<file path="src/rtl/jtag_seq_driver_pkg.sv">
// Shared definitions for the JTAG sequencer: TAP state codes, command opcodes,
// driver FSM states, preamble lengths and the IEEE 1149.1 next-state function.
package jtag_seq_driver_pkg;

    typedef enum logic [3:0] {
        TAP_EXIT2_DR   = 4'h0,
        TAP_EXIT1_DR   = 4'h1,
        TAP_SHIFT_DR   = 4'h2,
        TAP_PAUSE_DR   = 4'h3,
        TAP_SEL_IR     = 4'h4,
        TAP_UPDATE_DR  = 4'h5,
        TAP_CAPTURE_DR = 4'h6,
        TAP_SEL_DR     = 4'h7,
        TAP_EXIT2_IR   = 4'h8,
        TAP_EXIT1_IR   = 4'h9,
        TAP_SHIFT_IR   = 4'hA,
        TAP_PAUSE_IR   = 4'hB,
        TAP_RUN_IDLE   = 4'hC,
        TAP_UPDATE_IR  = 4'hD,
        TAP_CAPTURE_IR = 4'hE,
        TAP_RESET      = 4'hF
    } tap_state_e;

    typedef enum logic [1:0] {
        OP_TAP_RESET = 2'b00,
        OP_IR_SCAN   = 2'b01,
        OP_DR_SCAN   = 2'b10,
        OP_IDLE_RUN  = 2'b11
    } cmd_op_e;

    typedef enum logic [2:0] {
        RST_PARK, IDLE, PRE, SHIFT, POST, DRAIN, RESP
    } drv_state_e;

    localparam int IR_PRE_LEN  = 4;
    localparam int DR_PRE_LEN  = 3;
    localparam int RST_PRE_LEN = 6;

    // TMS value for preamble cycle idx, where idx 0 is the first cycle after accept.
    function automatic logic pre_tms(cmd_op_e op, int unsigned idx);
        case (op)
            OP_IR_SCAN:   return idx < 32'd2;
            OP_DR_SCAN:   return idx == 32'd0;
            OP_TAP_RESET: return idx < 32'd5;
            default:      return 1'b0;
        endcase
    endfunction

    function automatic tap_state_e tap_next(tap_state_e s, logic tms);
        case (s)
            TAP_RESET:      return tms ? TAP_RESET      : TAP_RUN_IDLE;
            TAP_RUN_IDLE:   return tms ? TAP_SEL_DR     : TAP_RUN_IDLE;
            TAP_SEL_DR:     return tms ? TAP_SEL_IR     : TAP_CAPTURE_DR;
            TAP_CAPTURE_DR: return tms ? TAP_EXIT1_DR   : TAP_SHIFT_DR;
            TAP_SHIFT_DR:   return tms ? TAP_EXIT1_DR   : TAP_SHIFT_DR;
            TAP_EXIT1_DR:   return tms ? TAP_UPDATE_DR  : TAP_PAUSE_DR;
            TAP_PAUSE_DR:   return tms ? TAP_EXIT2_DR   : TAP_PAUSE_DR;
            TAP_EXIT2_DR:   return tms ? TAP_UPDATE_DR  : TAP_SHIFT_DR;
            TAP_UPDATE_DR:  return tms ? TAP_SEL_DR     : TAP_RUN_IDLE;
            TAP_SEL_IR:     return tms ? TAP_RESET      : TAP_CAPTURE_IR;
            TAP_CAPTURE_IR: return tms ? TAP_EXIT1_IR   : TAP_SHIFT_IR;
            TAP_SHIFT_IR:   return tms ? TAP_EXIT1_IR   : TAP_SHIFT_IR;
            TAP_EXIT1_IR:   return tms ? TAP_UPDATE_IR  : TAP_PAUSE_IR;
            TAP_PAUSE_IR:   return tms ? TAP_EXIT2_IR   : TAP_PAUSE_IR;
            TAP_EXIT2_IR:   return tms ? TAP_UPDATE_IR  : TAP_SHIFT_IR;
            TAP_UPDATE_IR:  return tms ? TAP_SEL_DR     : TAP_RUN_IDLE;
            default:        return TAP_RESET;
        endcase
    endfunction

endpackage

</file>
<file path="src/rtl/jtag_seq_driver_tap_state_mirror.sv">
// Register tracking the IEEE 1149.1 TAP state as seen by a target sampling tms.
module tap_state_mirror
    import jtag_seq_driver_pkg::*;
(
    input  logic       TCK,
    input  logic       TRST_b,
    input  logic       tms,
    output tap_state_e state
);

    always_ff @(posedge TCK or negedge TRST_b) begin
        if (!TRST_b) begin
            state <= TAP_RESET;
        end else begin
            state <= tap_next(state, tms);
        end
    end

endmodule

</file>
<file path="src/rtl/jtag_seq_driver.sv">
// TCK-domain JTAG sequencer: walks the TAP with TMS, shifts command data out on
// TDI LSB-first and returns the captured TDO bits with a one-cycle response pulse.
module jtag_seq_driver
    import jtag_seq_driver_pkg::*;
#(
    parameter int MAX_LEN = 32,
    parameter int LEN_W   = 6,
    parameter int TDO_LAT = 1
) (
    input  logic               TCK,
    input  logic               TRST_b,
    input  logic               cmd_valid,
    output logic               cmd_ready,
    input  logic [1:0]         cmd_op,
    input  logic [LEN_W-1:0]   cmd_len,
    input  logic [MAX_LEN-1:0] cmd_data,
    output logic               TMS,
    output logic               TDI,
    input  logic               TDO,
    output logic               rsp_valid,
    output logic [MAX_LEN-1:0] rsp_data,
    output logic               busy
);

    localparam logic [LEN_W-1:0] MAX_LEN_W = LEN_W'(MAX_LEN);
    localparam logic [1:0]       TDO_IDX   = 2'(TDO_LAT);

    drv_state_e         state;
    tap_state_e         tap_state;
    cmd_op_e            op_q;
    logic [LEN_W-1:0]   len_q;
    logic [LEN_W-1:0]   cnt;
    logic [LEN_W-1:0]   samp_cnt;
    logic [MAX_LEN-1:0] data_q;
    logic [MAX_LEN-1:0] cap;
    logic [2:0]         shift_hist;

    logic               in_shift;
    logic [3:0]         hist_all;
    logic               sample_now;
    logic               all_sampled;
    logic               is_scan;
    logic               done_now;
    logic [MAX_LEN-1:0] cap_next;
    logic [LEN_W-1:0]   cmd_len_eff;
    logic [LEN_W-1:0]   pre_last;

    tap_state_mirror u_mirror (
        .TCK    (TCK),
        .TRST_b (TRST_b),
        .tms    (TMS),
        .state  (tap_state)
    );

    assign busy = ~cmd_ready;

    // A TDO sample is due TDO_LAT edges after each edge that shifted a bit into the target.
    always_comb begin
        in_shift    = (state == SHIFT);
        hist_all    = {shift_hist, in_shift};
        sample_now  = hist_all[TDO_IDX];
        cap_next    = cap;
        if (sample_now) begin
            cap_next = cap | (MAX_LEN'(TDO) << samp_cnt);
        end
        all_sampled = ((samp_cnt + LEN_W'(sample_now)) == len_q);
        is_scan     = (op_q == OP_IR_SCAN) || (op_q == OP_DR_SCAN);
        cmd_len_eff = ((cmd_len == '0) || (cmd_len > MAX_LEN_W)) ? MAX_LEN_W : cmd_len;
        case (op_q)
            OP_IR_SCAN:   pre_last = LEN_W'(IR_PRE_LEN - 1);
            OP_DR_SCAN:   pre_last = LEN_W'(DR_PRE_LEN - 1);
            OP_TAP_RESET: pre_last = LEN_W'(RST_PRE_LEN - 1);
            default:      pre_last = len_q - LEN_W'(1);
        endcase
        done_now = ((state == PRE) && (cnt == pre_last) && !is_scan)
                || ((state == POST) && (cnt != '0) && all_sampled)
                || ((state == DRAIN) && all_sampled);
    end

    always_ff @(posedge TCK or negedge TRST_b) begin
        if (!TRST_b) begin
            state      <= RST_PARK;
            TMS        <= 1'b1;
            TDI        <= 1'b0;
            cmd_ready  <= 1'b0;
            rsp_valid  <= 1'b0;
            rsp_data   <= '0;
            op_q       <= OP_TAP_RESET;
            len_q      <= '0;
            cnt        <= '0;
            samp_cnt   <= '0;
            data_q     <= '0;
            cap        <= '0;
            shift_hist <= '0;
        end else begin
            shift_hist <= {shift_hist[1:0], in_shift};
            rsp_valid  <= 1'b0;
            if (sample_now) begin
                cap      <= cap_next;
                samp_cnt <= samp_cnt + LEN_W'(1);
            end

            case (state)
                RST_PARK: begin
                    TMS   <= 1'b0;
                    state <= IDLE;
                end
                IDLE, RESP: begin
                    if (cmd_ready && cmd_valid) begin
                        op_q      <= cmd_op_e'(cmd_op);
                        len_q     <= cmd_len_eff;
                        data_q    <= cmd_data;
                        cap       <= '0;
                        samp_cnt  <= '0;
                        cnt       <= '0;
                        TMS       <= pre_tms(cmd_op_e'(cmd_op), 32'd0);
                        cmd_ready <= 1'b0;
                        state     <= PRE;
                    end else begin
                        state <= IDLE;
                        // Only offer commands once our own TMS has parked the TAP in Run-Test/Idle.
                        if (!cmd_ready && (tap_next(tap_state, TMS) == TAP_RUN_IDLE)) begin
                            cmd_ready <= 1'b1;
                        end
                    end
                end
                PRE: begin
                    if (cnt == pre_last) begin
                        cnt <= '0;
                        if (is_scan) begin
                            state  <= SHIFT;
                            TMS    <= (len_q == LEN_W'(1));
                            TDI    <= data_q[0];
                            data_q <= data_q >> 1;
                        end
                    end else begin
                        cnt <= cnt + LEN_W'(1);
                        TMS <= pre_tms(op_q, 32'(cnt) + 32'd1);
                    end
                end
                SHIFT: begin
                    if (cnt == (len_q - LEN_W'(1))) begin
                        state <= POST;
                        cnt   <= '0;
                        TMS   <= 1'b1;
                        TDI   <= 1'b0;
                    end else begin
                        cnt    <= cnt + LEN_W'(1);
                        TMS    <= ((cnt + LEN_W'(2)) == len_q);
                        TDI    <= data_q[0];
                        data_q <= data_q >> 1;
                    end
                end
                POST: begin
                    if (cnt == '0) begin
                        cnt <= LEN_W'(1);
                        TMS <= 1'b0;
                    end else if (!all_sampled) begin
                        state <= DRAIN;
                    end
                end
                DRAIN: begin
                    TMS <= 1'b0;
                end
                default: begin
                    state <= RST_PARK;
                    TMS   <= 1'b1;
                end
            endcase

            if (done_now) begin
                state     <= RESP;
                rsp_valid <= 1'b1;
                cmd_ready <= 1'b1;
                rsp_data  <= cap_next;
                TMS       <= 1'b0;
                TDI       <= 1'b0;
            end
        end
    end

endmodule
</file>
<file path="config.mk">
export PLATFORM = sky130hd
export DESIGN_NAME = jtag_seq_driver
export DESIGN_NICKNAME = d
export VERILOG_FILES = /design/src/rtl/jtag_seq_driver_pkg.sv /design/src/rtl/jtag_seq_driver_tap_state_mirror.sv /design/src/rtl/jtag_seq_driver.sv
export SDC_FILE = /design/constraint.sdc
export NUM_CORES = 1
export LEC_CHECK = 0
export CAP_MARGIN = 0
export CORE_AREA = 2 2 108 188
export CTS_CLUSTER_DIAMETER = 120
export DETAILED_ROUTE_END_ITERATION = 16
export DIE_AREA = 0 0 110 190
export PLACE_DENSITY = 0.54
export SLEW_MARGIN = 20
export SYNTH_ARGS = -nofsm -noshare
export SYNTH_HDL_FRONTEND = slang
export SYNTH_SLANG_ARGS = --single-unit
</file>
<file path="constraint.sdc">
create_clock -name TCK -period 2.5 [get_ports TCK]
set_input_delay 0.5 -clock TCK [delete_from_list [all_inputs] [get_ports TCK]]
set_output_delay 0.5 -clock TCK [all_outputs]
set_load 0.02 [all_outputs]
</file>
Yosys cells after proc, flatten, opt, wreduce, memory -nomap -nowiden. Cells that the tools add are included.

Bitwise operators: 2. Reduce and logical (&&, ||, !) cells: 39. Equal/unequal tests: 45. Magnitude comparators: 3. Add/subtract/negate cells: 6. Multiplexer cells: 61. Shift-type cells: 1.

Operator list (number): two-way mux 32 bit (8); case mux 32 bit (3 select lines) (1); two-way mux 6 bit (8); case mux 4 bit (12 select lines) (1); equality test 4 bit (second input constant) (9); logical NOT 32 bit (1); OR 32 bit (1); << shifter 1 x 6 -> 32 bit (1); two-way mux 3 bit (10); equality test 6 bit (4); case mux 6 bit (4 select lines) (1); case mux 3 bit (6 select lines) (1); case mux 6 bit (3 select lines) (1); two-way mux 1 bit (17); equality test 4 x 3 -> 1 bit (second input constant) (4); two-way mux 2 bit (7); adder 6 x 1 -> 6 bit (second input constant) (2); logical NOT 6 bit (2); two-way mux 4 bit (3); != test 3 bit (second input constant) (4); equality test 3 bit (second input constant) (3); AND reduction 3 bit (3); nonzero test 3 bit (3); equality test 4 x 2 -> 1 bit (second input constant) (2); other kinds (36) (60).

Input port bits: 44. Flip-flop bits (word level): 128. Output and inout bits: 37.

Longest topological paths before layout.
Word-level depth: 11. Gate-level depth with buffers: 12. Mapped depth without buffers: 9.

Hierarchy. A second synthesis with hierarchy kept.

Cells, all modules: 709. Area total of the unflattened synthesis: 6663.9 µm².

By module, submodules not included: jtag_seq_driver (cells each 688, area each 6456.2 µm², seq. area each 3104.2 µm², instances 1); tap_state_mirror (cells each 21, area each 207.7 µm², seq. area each 105.1 µm², instances 1).

Worst setup path before layout. Ideal clock, no wire load.

Path type: register to register. Start: register len_q[0]. End: register data_q[12]. Data required time: 2375 ps. Arrival: 2559 ps. Cell stages (with the launch flop): 11. Slack: -184 ps. Cells stage by stage: dfrtp_1 > clkbuf_1 > inv_1 > ha_1 > nor3b_1 > xnor2_1 > a2111oi_4 > o21ai_2 > a2bb2oi_4 > buf_6 > mux2_2.

Longest elaborated chain between the ends: 5. Elaborated cells between the ends (all ways): 7. Classes of those cells: add/sub: 1; eq/ne: 4; mux: 1; reduce/logical: 1.

Ends and longest elaborated chain: start: declaration (line jtag_seq_driver.sv:31) `logic [LEN_W-1:0] len_q;`; start signal: assignment (line jtag_seq_driver.sv:111) `len_q <= cmd_len_eff;`; subtractor 6 x 1 -> 6 bit (*) (line jtag_seq_driver.sv:73, jtag_seq_driver.sv:142); case mux 6 bit (3 select lines) (line jtag_seq_driver.sv:69) `case (op_q)`; equality test 6 bit (line jtag_seq_driver.sv:128) `if (cnt == pre_last) begin`; != test 2 x 1 -> 1 bit (no line); AND reduction 5 bit (no line) (*); end signal: assignment (line jtag_seq_driver.sv:112) `data_q <= cmd_data;`; end signal: assignment (line jtag_seq_driver.sv:134) `data_q <= data_q >> 1;`; end signal: assignment (line jtag_seq_driver.sv:151) `data_q <= data_q >> 1;`; end: declaration (line jtag_seq_driver.sv:34) `logic [MAX_LEN-1:0] data_q;`.

Every way passes the cells marked *; elsewhere a longest branch is shown, timed or not. A chain may end at the register's enable or synchronous reset.

Worst setup path after layout. Ends and elaborated chain as after synthesis.

==> run metrics <==
result of the run finished with violations; violated checks setup timing; number of warnings reported in the yosys synthesis log 0; core area 19500 µm²; full die area 20900 µm²; wire length of the first global-routing pass 29.4 mm; simple-gate area share of the yosys netlist 0.181; die outline width 110 µm; Clk Latency, worst-skew pair 0.42 ns; number of different library cells in the post-synthesis netlist 62; worst setup slack after placement -0.111 ns; global routing usage summed across all routing layers 0.185; Area Overhead vs Synth 32.7%; PwrDens 1380 nW/µm²; Syn Inst Count 704; Largest stage delay, worst path 0.39 ns; Die Y-Extent 190 µm; crit path launch type flop; kind of path behind the tightest hold check in2async; Layout fillers 1841; Final Hold Violating Endpoints 0; Synth area leader sky130_fd_sc_hd__dfrtp_1; worst-case hold slack 0.0792 ns; Avg Synthesized Cell Area 9.49 µm²; commonest non-fill, non-tap cell in the layout sky130_fd_sc_hd__nand2_1; proportion of netlist area held by the largest area contributor 0.461; DRC violation count after routing 0; Final Net Count 888; via count of the first global-routing pass 5846; commonest cells after routing, fill and taps aside sky130_fd_sc_hd__nand2_1 (125), sky130_fd_sc_hd__dfrtp_1 (123), sky130_fd_sc_hd__clkdlybuf4s50_1 (79), sky130_fd_sc_hd__nor2_1 (55), sky130_fd_sc_hd__buf_4 (54); Total Routed Length 19.0 mm; maximum number of pins on one net before global-route repair 51; max cap viols 0; antenna violations before repair 0; half-perimeter wire length after placement 12.7 mm; Clock Pin Slew Worst Setup and Hold Paths 0.06 ns; unrepaired setup endpoints after global routing yes; Diodes inserted 0; Slew headroom 0.607; cell at the root of the clock tree sky130_fd_sc_hd__clkbuf_16; drt first-iter violations 217; Clock Sinks 128; Slew @ Worst Pin 0.589 ns; Crit Path Category reg2reg; primary flip-flop cell chosen by synthesis mapping sky130_fd_sc_hd__dfrtp_1; total clock buffers created by CTS 17; per-cell routed wire length 17.6 µm; count of port buffers added during placement 80; ratio of final minimum period to clock period 1.03; syn nets 761; fraction of registers with async set or reset after synthesis 1.00; largest cells by area after synthesis sky130_fd_sc_hd__dfrtp_1 (46%), sky130_fd_sc_hd__nand2_1 (7.0%), sky130_fd_sc_hd__mux2i_1 (5.4%); via count 5522; final RePlAce weighted congestion 0.921; number of synthesized flops with an enable pin 0; CTS tree yes; crit path DAT 2.87 ns; crit path time final 2.57 ns; fraction of the mapped netlist area in compound gates 0.113; global route overflow 0; post-synthesis adder-cell area fraction 0.0243; count of H-tree levels built during CTS 4; routed via count divided by cell count 5.09; largest family of logic cells by synthesized area simple AND/OR/NAND/NOR gates; highest-delay cell along the critical path sky130_fd_sc_hd__dfrtp_1; clk_skew 0.00941 ns; Post-CTS Hold Buffers 0; post-detailed-route count of antenna-violating nets 0; initial cell density of the core 0.343; total I/O pin count 81; Pre-Repair DR Iteration Count 5; number of pins exceeding their max-slew limit in the final report 0; chain of cells forming the critical path buf_4 -> nor3_4 -> xnor2_2 -> a21o_1 -> a2111oi_4 -> o21ai_4 -> a2bb2oi_4 -> buf_6 -> buf_12 -> mux2_4; post-synthesis sequential area ratio 0.480; Worst Path Max Fanout 8; # setup viols final 16; worst setup margin -0.0729 ns; setup slack on the worst flop-to-flop path -0.07 ns; Req. time, crit path 2.80 ns; maximum resistive drop on vdd 0.567 mV; register bit count reported by yosys 128; layout cell share with drive strength beyond 1 0.185; CTS max path bufs 2; CP endpoint kind flop; mux contribution to synthesized area 0.106; Synth Area in XOR/XNOR 0.0380; timing-limited maximum frequency 389 MHz; Core Rows 68; Leak 0.00424 µW; Post-Syn Area 6680 µm²
per-stage QoR:
stage / util / TNS [ns] / cells / total power (µW) / cell area, µm²
6_report: 0.455 / -1.04 / 1084 / 12200 / 8870
5_1_grt: 0.455 / -3.36 / 1084 / 13100 / 8870
4_1_cts: 0.446 / -1.37 / 1077 / 11800 / 8680
3_5_place_dp: 0.413 / -3.06 / 1044 / 9060 / 8050
3_3_place_gp: 0.413 / -1.26 / 1044 / 8910 / 8050
2_1_floorplan: - / -0.0219 / 704 / 7190 / 6710
worst paths after layout:
| check | start | endpoint | cells past startpoint |
|---|---|---|---|
| setup / recovery | len_q[0]$_DFFE_PN0P_ | data_q[12]$_DFFE_PN0P_ | 10 |
| hold / removal | TRST_b | data_q[9]$_DFFE_PN0P_ | 1 |
| setup reg to reg | len_q[0]$_DFFE_PN0P_ | data_q[12]$_DFFE_PN0P_ | 10 |
| hold reg to reg | cap[19]$_DFF_PN0_ | cap[19]$_DFF_PN0_ | 2 |
| max in group asynchronous | TRST_b | u_mirror.state[1]$_DFF_PN1_ | 2 |
| min in group TCK | cap[19]$_DFF_PN0_ | cap[19]$_DFF_PN0_ | 2 |
sequential cells by signal (all words and copies together) (netlist names):
name and flops:
cap 32, data_q 32, rsp_data 32, cnt 6, len_q 6, samp_cnt 6, u_mirror.state 4, state 3
op_q 2, TDI 1, TMS 1, cmd_ready 1, rsp_valid 1, shift_hist 1
worst max-delay path: cells and delay by family (launching register included):
family                    cells  cell delay [ns]
AOI/OAI and AO/OA             4             0.91
and+or+nand+nor               1             0.23
buffers and inverters         3             0.48
xor gates and xnor gates      1             0.12
DFF                           1             0.39
muxes                         1             0.30
where the power goes:
group	total (µW)	switching, µW	internal (µW)	leakage (µW)
sequential	3400	520	2880	0.00167
clock	2120	902	1220	0.000238
combinational	6710	3420	3290	0.00233
per-layer routing:
metal  track usage  part of all wire
met5             0                 0
met4        0.0993             0.044
met3        0.0356             0.032
met2         0.340              0.56
met1         0.190              0.36
kinds of logic after synthesis:
logic type | Yosys count
fa+ha+maj | 13
compound gates | 114
simple gates | 265
buf+inv | 88
flops | 128
xor+xnor | 29
mux | 67
synthesized netlist by cell type, drive strengths merged, types with 3 or more instances:
cell    count
a21o        3
ha         13
buf        14
nor3       12
mux2i      36
nor2       56
o21ai      19
xor2       12
a22oi       4
and3        3
o211ai      6
nand2b      7
a21oi      50
clkbuf     24
nor2b      11
nor3b       4
mux2       31
nand2     125
nand3      18
dfstp       5
or3         3
xnor2      17
inv        50
nand3b      7
o22ai       7
dfrtp     123
nand4       6
a211oi      3
and2        5
final cells by class:
type	instances	area, µm²	share of cell area
clock buffer	18	429	0.0484
multi-input combinational	495	3370	0.380
tap	245	307	0.0346
inverter	50	188	0.0212
sequential	128	3210	0.362
timing repair buffer	139	1320	0.148
clock inverter	9	50.0	0.00564
timing repair:
item / CTS / global route
buffers inserted: 3 / 3
setup endpoints to repair: 68 / 74
hold endpoints to repair: 0 / 0
gates resized for setup: 13 / 40
pin swaps: 1 / 11
cloned: 3 / 6
(Power assumes the default switching activity.)
